$ cat config.mk
export PLATFORM = sky130hd
export DESIGN_NAME = lowampa_trig_qualifier_flat
export DESIGN_NICKNAME = d
export VERILOG_FILES = /design/src/rtl/lowampa_trig_qualifier_if.sv /design/src/rtl/lowampa_trig_qualifier.sv /design/src/flat_wrapper.sv
export SDC_FILE = /design/constraint.sdc
export NUM_CORES = 2
export LEC_CHECK = 0
export BUFFER_PORTS_ARGS = -buffer_cell sky130_fd_sc_hd__buf_2
export CORE_AREA = 2 2 376 378
export DETAILED_ROUTE_END_ITERATION = 12
export DIE_AREA = 0 0 378 380
export PLACE_DENSITY = 0.8
export SKIP_LAST_GASP = 1
export SLEW_MARGIN = 0
export SYNTH_ARGS = -nofsm -noshare
export SYNTH_HDL_FRONTEND = slang
export SYNTH_SLANG_ARGS = --single-unit
$ cat constraint.sdc
create_clock -name tclk -period 3.6 [get_ports tclk]
set_input_delay 0.54 -clock tclk [delete_from_list [all_inputs] [get_ports tclk]]
set_output_delay 0.54 -clock tclk [all_outputs]
set_load 0.01 [all_outputs]
$ cat src/rtl/lowampa_trig_qualifier_if.sv
// lowampa_trig_qualifier_if: trigger/config/status bundle between trigger source and qualifier
//   master: drives trig_i, enable_i, mask_i, stretch_i, holdoff_i, cfg_update_i, cnt_clear_i
//   slave : drives trig_o, any_o, reject_cnt_o
interface lowampa_trig_qualifier_if #(
  parameter int NBEAMS       = 54,
  parameter int NLEVELS      = 2,
  parameter int STRETCH_BITS = 4,
  parameter int HOLDOFF_BITS = 8,
  parameter int CNT_BITS     = 16
);
  logic [NLEVELS*NBEAMS-1:0]   trig_i;
  logic                        enable_i;
  logic [NBEAMS-1:0]           mask_i;
  logic [STRETCH_BITS-1:0]     stretch_i;
  logic [HOLDOFF_BITS-1:0]     holdoff_i;
  logic                        cfg_update_i;
  logic                        cnt_clear_i;
  logic [NLEVELS*NBEAMS-1:0]   trig_o;
  logic [NLEVELS-1:0]          any_o;
  logic [NLEVELS*CNT_BITS-1:0] reject_cnt_o;
  modport master (
    output trig_i, enable_i, mask_i, stretch_i, holdoff_i, cfg_update_i, cnt_clear_i,
    input  trig_o, any_o, reject_cnt_o
  );
  modport slave (
    input  trig_i, enable_i, mask_i, stretch_i, holdoff_i, cfg_update_i, cnt_clear_i,
    output trig_o, any_o, reject_cnt_o
  );
endinterface

$ cat src/rtl/lowampa_trig_qualifier.sv
// lowampa_trig_qualifier: per-beam/per-level trigger masking, stretch, holdoff, level OR and reject counters
//   tclk, tclk_resetn : clock, asynchronous active-low reset
//   bus (slave)       : raw triggers and shadow config in; qualified triggers, level ORs, reject counters out
module lowampa_trig_qualifier #(
  parameter int    NBEAMS       = 54,
  parameter int    NLEVELS      = 2,
  parameter int    STRETCH_BITS = 4,
  parameter int    HOLDOFF_BITS = 8,
  parameter int    CNT_BITS     = 16,
  parameter string ZERO_IS_FAKE = "FALSE"
) (
  input logic                     tclk,
  input logic                     tclk_resetn,
  lowampa_trig_qualifier_if.slave bus
);
  typedef enum logic [1:0] {IDLE, STRETCH, HOLDOFF} state_t;
  localparam int NT = NLEVELS * NBEAMS;
  localparam int CW = STRETCH_BITS > HOLDOFF_BITS ? STRETCH_BITS : HOLDOFF_BITS;
  localparam bit FAKE0 = (ZERO_IS_FAKE == "TRUE");
  state_t                  st [NT];
  logic [CW-1:0]           cnt [NT];
  logic [CNT_BITS-1:0]     rcnt [NLEVELS];
  logic [NT-1:0]           trig_q, trig_g, hit;
  logic [NLEVELS-1:0]      rej;
  logic [NBEAMS-1:0]       mask_q, mask_eff;
  logic [STRETCH_BITS-1:0] s_q;
  logic [HOLDOFF_BITS-1:0] h_q;
  // a fake beam 0 is folded into the mask so it never fires nor counts
  assign mask_eff = mask_q | NBEAMS'(FAKE0);
  assign trig_g = trig_q & ~{NLEVELS{NBEAMS'(FAKE0)}};
  assign bus.trig_o = trig_g;
  for (genvar i = 0; i < NT; i++) begin : g_hit
    assign hit[i] = bus.enable_i & bus.trig_i[i] & ~mask_eff[i % NBEAMS] & (st[i] != IDLE);
  end
  for (genvar l = 0; l < NLEVELS; l++) begin : g_lvl
    assign rej[l] = |hit[l*NBEAMS +: NBEAMS];
    assign bus.any_o[l] = |trig_g[l*NBEAMS +: NBEAMS];
    assign bus.reject_cnt_o[l*CNT_BITS +: CNT_BITS] = rcnt[l];
  end
  always_ff @(posedge tclk or negedge tclk_resetn)
    if (!tclk_resetn) begin
      mask_q <= '1;
      s_q    <= '0;
      h_q    <= '0;
      trig_q <= '0;
      for (int i = 0; i < NT; i++) begin
        st[i]  <= IDLE;
        cnt[i] <= '0;
      end
      for (int l = 0; l < NLEVELS; l++) rcnt[l] <= '0;
    end else begin
      if (bus.cfg_update_i) begin
        mask_q <= bus.mask_i;
        s_q    <= bus.stretch_i;
        h_q    <= bus.holdoff_i;
      end
      for (int l = 0; l < NLEVELS; l++)
        rcnt[l] <= bus.cnt_clear_i ? '0 : rcnt[l] + CNT_BITS'(rej[l] & ~&rcnt[l]);
      for (int i = 0; i < NT; i++) begin
        if (!bus.enable_i || mask_eff[i % NBEAMS]) begin
          st[i]     <= IDLE;
          cnt[i]    <= '0;
          trig_q[i] <= 1'b0;
        end else
          case (st[i])
            IDLE:
              if (bus.trig_i[i]) begin
                st[i]     <= STRETCH;
                cnt[i]    <= CW'(s_q);
                trig_q[i] <= 1'b1;
              end
            STRETCH:
              if (cnt[i] != '0) cnt[i] <= cnt[i] - CW'(1);
              else begin
                trig_q[i] <= 1'b0;
                st[i]     <= h_q == '0 ? IDLE : HOLDOFF;
                cnt[i]    <= CW'(h_q) - CW'(1);
              end
            default:
              if (cnt[i] != '0) cnt[i] <= cnt[i] - CW'(1);
              else st[i] <= IDLE;
          endcase
      end
    end
endmodule
$ cat src/flat_wrapper.sv
// flat-port wrapper written by rule: the top's interface ports become plain ports
module lowampa_trig_qualifier_flat 
#(
  parameter int    NBEAMS       = 54,
  parameter int    NLEVELS      = 2,
  parameter int    STRETCH_BITS = 4,
  parameter int    HOLDOFF_BITS = 8,
  parameter int    CNT_BITS     = 16,
  parameter string ZERO_IS_FAKE = "     "
)
  (tclk, tclk_resetn, bus_trig_i, bus_enable_i, bus_mask_i, bus_stretch_i, bus_holdoff_i, bus_cfg_update_i, bus_cnt_clear_i, bus_trig_o, bus_any_o, bus_reject_cnt_o);
  lowampa_trig_qualifier_if #(.NBEAMS(NBEAMS), .NLEVELS(NLEVELS), .STRETCH_BITS(STRETCH_BITS), .HOLDOFF_BITS(HOLDOFF_BITS), .CNT_BITS(CNT_BITS)) bus_i ();
  input logic tclk;
  input logic tclk_resetn;
  input wire logic [$bits(bus_i.trig_i)-1:0] bus_trig_i;
  input wire logic [$bits(bus_i.enable_i)-1:0] bus_enable_i;
  input wire logic [$bits(bus_i.mask_i)-1:0] bus_mask_i;
  input wire logic [$bits(bus_i.stretch_i)-1:0] bus_stretch_i;
  input wire logic [$bits(bus_i.holdoff_i)-1:0] bus_holdoff_i;
  input wire logic [$bits(bus_i.cfg_update_i)-1:0] bus_cfg_update_i;
  input wire logic [$bits(bus_i.cnt_clear_i)-1:0] bus_cnt_clear_i;
  output wire logic [$bits(bus_i.trig_o)-1:0] bus_trig_o;
  output wire logic [$bits(bus_i.any_o)-1:0] bus_any_o;
  output wire logic [$bits(bus_i.reject_cnt_o)-1:0] bus_reject_cnt_o;
  assign bus_i.trig_i = bus_trig_i;
  assign bus_i.enable_i = bus_enable_i;
  assign bus_i.mask_i = bus_mask_i;
  assign bus_i.stretch_i = bus_stretch_i;
  assign bus_i.holdoff_i = bus_holdoff_i;
  assign bus_i.cfg_update_i = bus_cfg_update_i;
  assign bus_i.cnt_clear_i = bus_cnt_clear_i;
  assign bus_trig_o = bus_i.trig_o;
  assign bus_any_o = bus_i.any_o;
  assign bus_reject_cnt_o = bus_i.reject_cnt_o;
  lowampa_trig_qualifier #(.NBEAMS(NBEAMS), .NLEVELS(NLEVELS), .STRETCH_BITS(STRETCH_BITS), .HOLDOFF_BITS(HOLDOFF_BITS), .CNT_BITS(CNT_BITS), .ZERO_IS_FAKE(ZERO_IS_FAKE)) u_core (.tclk(tclk), .tclk_resetn(tclk_resetn), .bus(bus_i));
endmodule
==> impl_results.md <==
* Result of the run: completed
* Sum of negative setup slack at 0 ps
* Fraction of final layout cells sized beyond drive strength 1 at 12.1%
* Total overflow reported by the global router at 0
* Commonest non-fill, non-tap cell in the layout: dfrtp_1
* Area growth from synthesis to layout at 13.3%
* Cell type with the highest aggregate area in the netlist: dfrtp_1
* Setup skew after layout at 28.8 ps
* Level count of the clock H-tree at 4
* Area fraction in compound gates after synthesis at 26.2%
* CTS clock-pin slew for the worst setup and hold paths at 60 ps
* Total count of hold-check failures in the final report at 0
* Signal arrival time at the worst endpoint at 3010 ps
* Number of pins with negative max-slew slack in the final report at 0
* Hold_ws at 34.5 ps
* Startpoint of the worst setup timing path: u_core.bus.trig_o[107]
* Simple-gate share of the synthesized area at 23.4%
* Reg-to-Reg End: u_core.bus.reject_cnt_o[9]
* Worst vdd rail ir drop at 0.454 mV
* Count of buffers added by post-CTS timing repair for setup at 0
* Detailed-route DRC error count at 0
* Root Buffer: clkbuf_16
* Origin of the critical flop-to-flop path: u_core.st[138]
* Average routed wire per standard cell at 23.9 um
* Pre-antenna DRT Iters at 7
* Max cap viols at 0
* Cells after Synth at 10800
* # port buffers at 320
* Termination of the worst setup path: bus_any_o[1]
* Top FF cell, synth: dfrtp_1
* Final critical-path share of the clock period at 98.7%
* Number of vias per cell at 6.86
* Buffers from clock root to sink, at most at 3
* DIE HEIGHT at 380 um
* Number of antenna violations at the first check in global routing at 60
* FP Rows at 137
* Area share of the leading cell type in the synthesized netlist at 35.8%
* GRT Overall Usage at 42.4%
* Synth warn at 0
* Reg2reg path depth at 11
* Combinational family with the most area after synthesis: compound AO/OA/AOI/OAI gates
* Number of nets in the layout at 11500
* Area of the core at 139000 um2
* I/O Pins at 321
* Clock tree sinks at 1286
* Highest-count cells in the layout ignoring fill and taps: dfrtp_1, nor2_1, a21oi_1, nand2_1, o21ai_0
* Power density relative to cell area at 490 nW/um2
* Number of routed nets with antenna violations at 0
* Number of synthesized register bits at 1286
* Proportion of synthesized area in mux cells at 1.13%
* Worst hold path class: input pin to flop
* Mean area per synthesized cell at 8.00 um2
* RSZ-0062 raised after global routing: false
* Die Area at 144000 um2
* Largest fanout of any net on the critical path at 4
* Clock tree from TritonCTS: yes
* Adder and majority cell fraction of the synthesized area at 3.22%
* Cell area after synthesis at 86200 um2
* Routability-driven placement congestion ratio at 0.983
* Number of DRC markers after the initial detailed-route iteration at 12800
* Slew margin rel. at 23.0%
* Post-DP HPWL at 214000 um
* Unique cell type count in the Yosys netlist at 101
* Initial standard-cell utilization of the core at 61.9%
* Via total after detailed routing at 90100
* Die X-Extent at 378 um
* Post-synthesis xor/xnor area fraction at 3.80%
* Type of element capturing the critical path: primary output
* Required time of the worst setup path at 3060 ps
* Critical Setup Path Class: flop to primary output
* Register-to-Register Setup Slack at 130 ps
* TritonCTS buffer count at 151
* Clock period minus worst slack at 3550 ps
* Sort of element at the start of the critical path: flop
* Total Wirelength at 314000 um
* Net count of the mapped netlist at 11200
* Async SR Flop Fraction at 100%
* Pin count of the biggest net entering global routing at 98
* Slew @ Worst Pin at 1150 ps
* Wire length of the first global-routing pass at 481000 um
* Dominant cells by area after synthesis: dfrtp_1, a21oi_1, nor2_1, o21ai_0, nand2_1
* Via count of the first global-routing pass at 83200
* Fraction of the yosys area taken by sequential cells at 37.4%
* Final setup violation count at 0
* Latest clock arrival within the worst-skew pair at 800 ps
* Post-synth EDFFs at 0
* Lkg Pwr at 42.2 nW
* Maximum clock rate at 281 MHz
[synth_stat cells (67+ instances only)]
cell and instances:
nor3b_1 87, or2_2 77, a21oi_1 1006, o31ai_1 87
nor4_1 155, clkbuf_1 650, or4_1 72, nand2_1 971
nand3_1 308, xor2_1 201, nand3b_1 67, o22ai_1 155
ha_1 222, a22o_1 100, a221oi_1 73, a22oi_1 230
nand4_1 115, nor2_1 1196, o22a_1 85, nand2b_1 122
xnor2_1 173, dfrtp_1 1232, o21ai_0 894, or3_1 106
inv_1 390, a31oi_1 278, o221ai_1 116, nor2b_1 140
nor3_1 489
[power by group]
group	internal [mW]	switching, mW	leakage (nW)
clock	8.91	6.44	2.41
combinational	5.61	9.98	22.4
sequential	15.5	1.43	17.3
total	30.0	17.9	42.2
[critical path, cell delays in order, from the launching register on]
cell and delay [ps]:
dfrtp_1 600, nor4_2 460, nand4_1 280, or4_1 540
buf_4 190, buf_2 150
[cells by family (layout without fill, tap and decap cells)]
kind of cell	count (synthesis)	in the layout
multiplexers	89	89
XOR/XNOR	374	374
other	0	35
AO/OA/AOI/OAI	3583	3583
AND/OR/NAND/NOR	4127	4127
flip-flops	1286	1286
adder cells (fa/ha/maj)	222	222
buffers and inverters	1094	1530
[timing repair]
item / 4_1_cts / 5_1_grt
endpoints found under the hold margin: 96 / 0
pin swaps: 0 / 1
resized for setup: 4 / 7
endpoints found under the setup margin: 2 / 14
hold buffers: 29 / 0
[worst min-delay path by stage]
| stage | startpoint | endpoint | slack (ps) | cells after the start |
|---|---|---|---|---|
| after floorplan | tclk_resetn | u_core.bus.reject_cnt_o[0] | 240 | 0 |
| after global placement | u_core.cnt[537] | u_core.cnt[537] | 490 | 1 |
| after detailed placement | u_core.cnt[743] | u_core.cnt[743] | 490 | 1 |
| after CTS | bus_mask_i[52] | u_core.mask_eff[52] | 3 | 2 |
| after global routing | bus_mask_i[27] | u_core.mask_eff[27] | 6 | 2 |
| final | bus_mask_i[52] | u_core.mask_eff[52] | 30 | 2 |
[per-layer routing]
metal	vias up	track usage (%)	wire length [um]
li1	40300	-	-
met1	42900	55.5	119000
met5	-	0	281
met3	1227	11.9	39200
met2	5651	61.2	133000
met4	42	27.9	22500
[flip-flops by register name, summed over array words and instances (netlist names)]
register	cells
u_core.bus.reject_cnt_o	32
u_core.s_q	4
u_core.h_q	8
u_core.mask_eff	54
u_core.bus.trig_o	108
u_core.cnt	864
u_core.st	216
[per-stage QoR]
stage	setup slack [ps]	utilization [%]	instances	area [um2]	power, mW
2_1_floorplan	583	-	10800	86200	26.9
3_3_place_gp	-325	66.3	12800	92300	31.7
4_1_cts	-31.4	70.1	13100	97500	47.4
3_5_place_dp	-339	66.3	12800	92300	32.0
6_report	45.9	70.2	13100	97600	47.8
5_1_grt	22.0	70.1	13100	97600	49.9
[layout make-up]
cell class                      instances  area, um2
Inverter                              393       1480
Clock buffer                          249       4630
Clock inverter                         33        277
Fill cell                           11200      41500
Tap cell                             1876       2350
Timing Repair Buffer                  855       6550
Sequential cell                      1286      32300
Antenna cell                           35       87.6
Multi-Input combinational cell       8395      50000
Power figures use the tool's default switching activity.
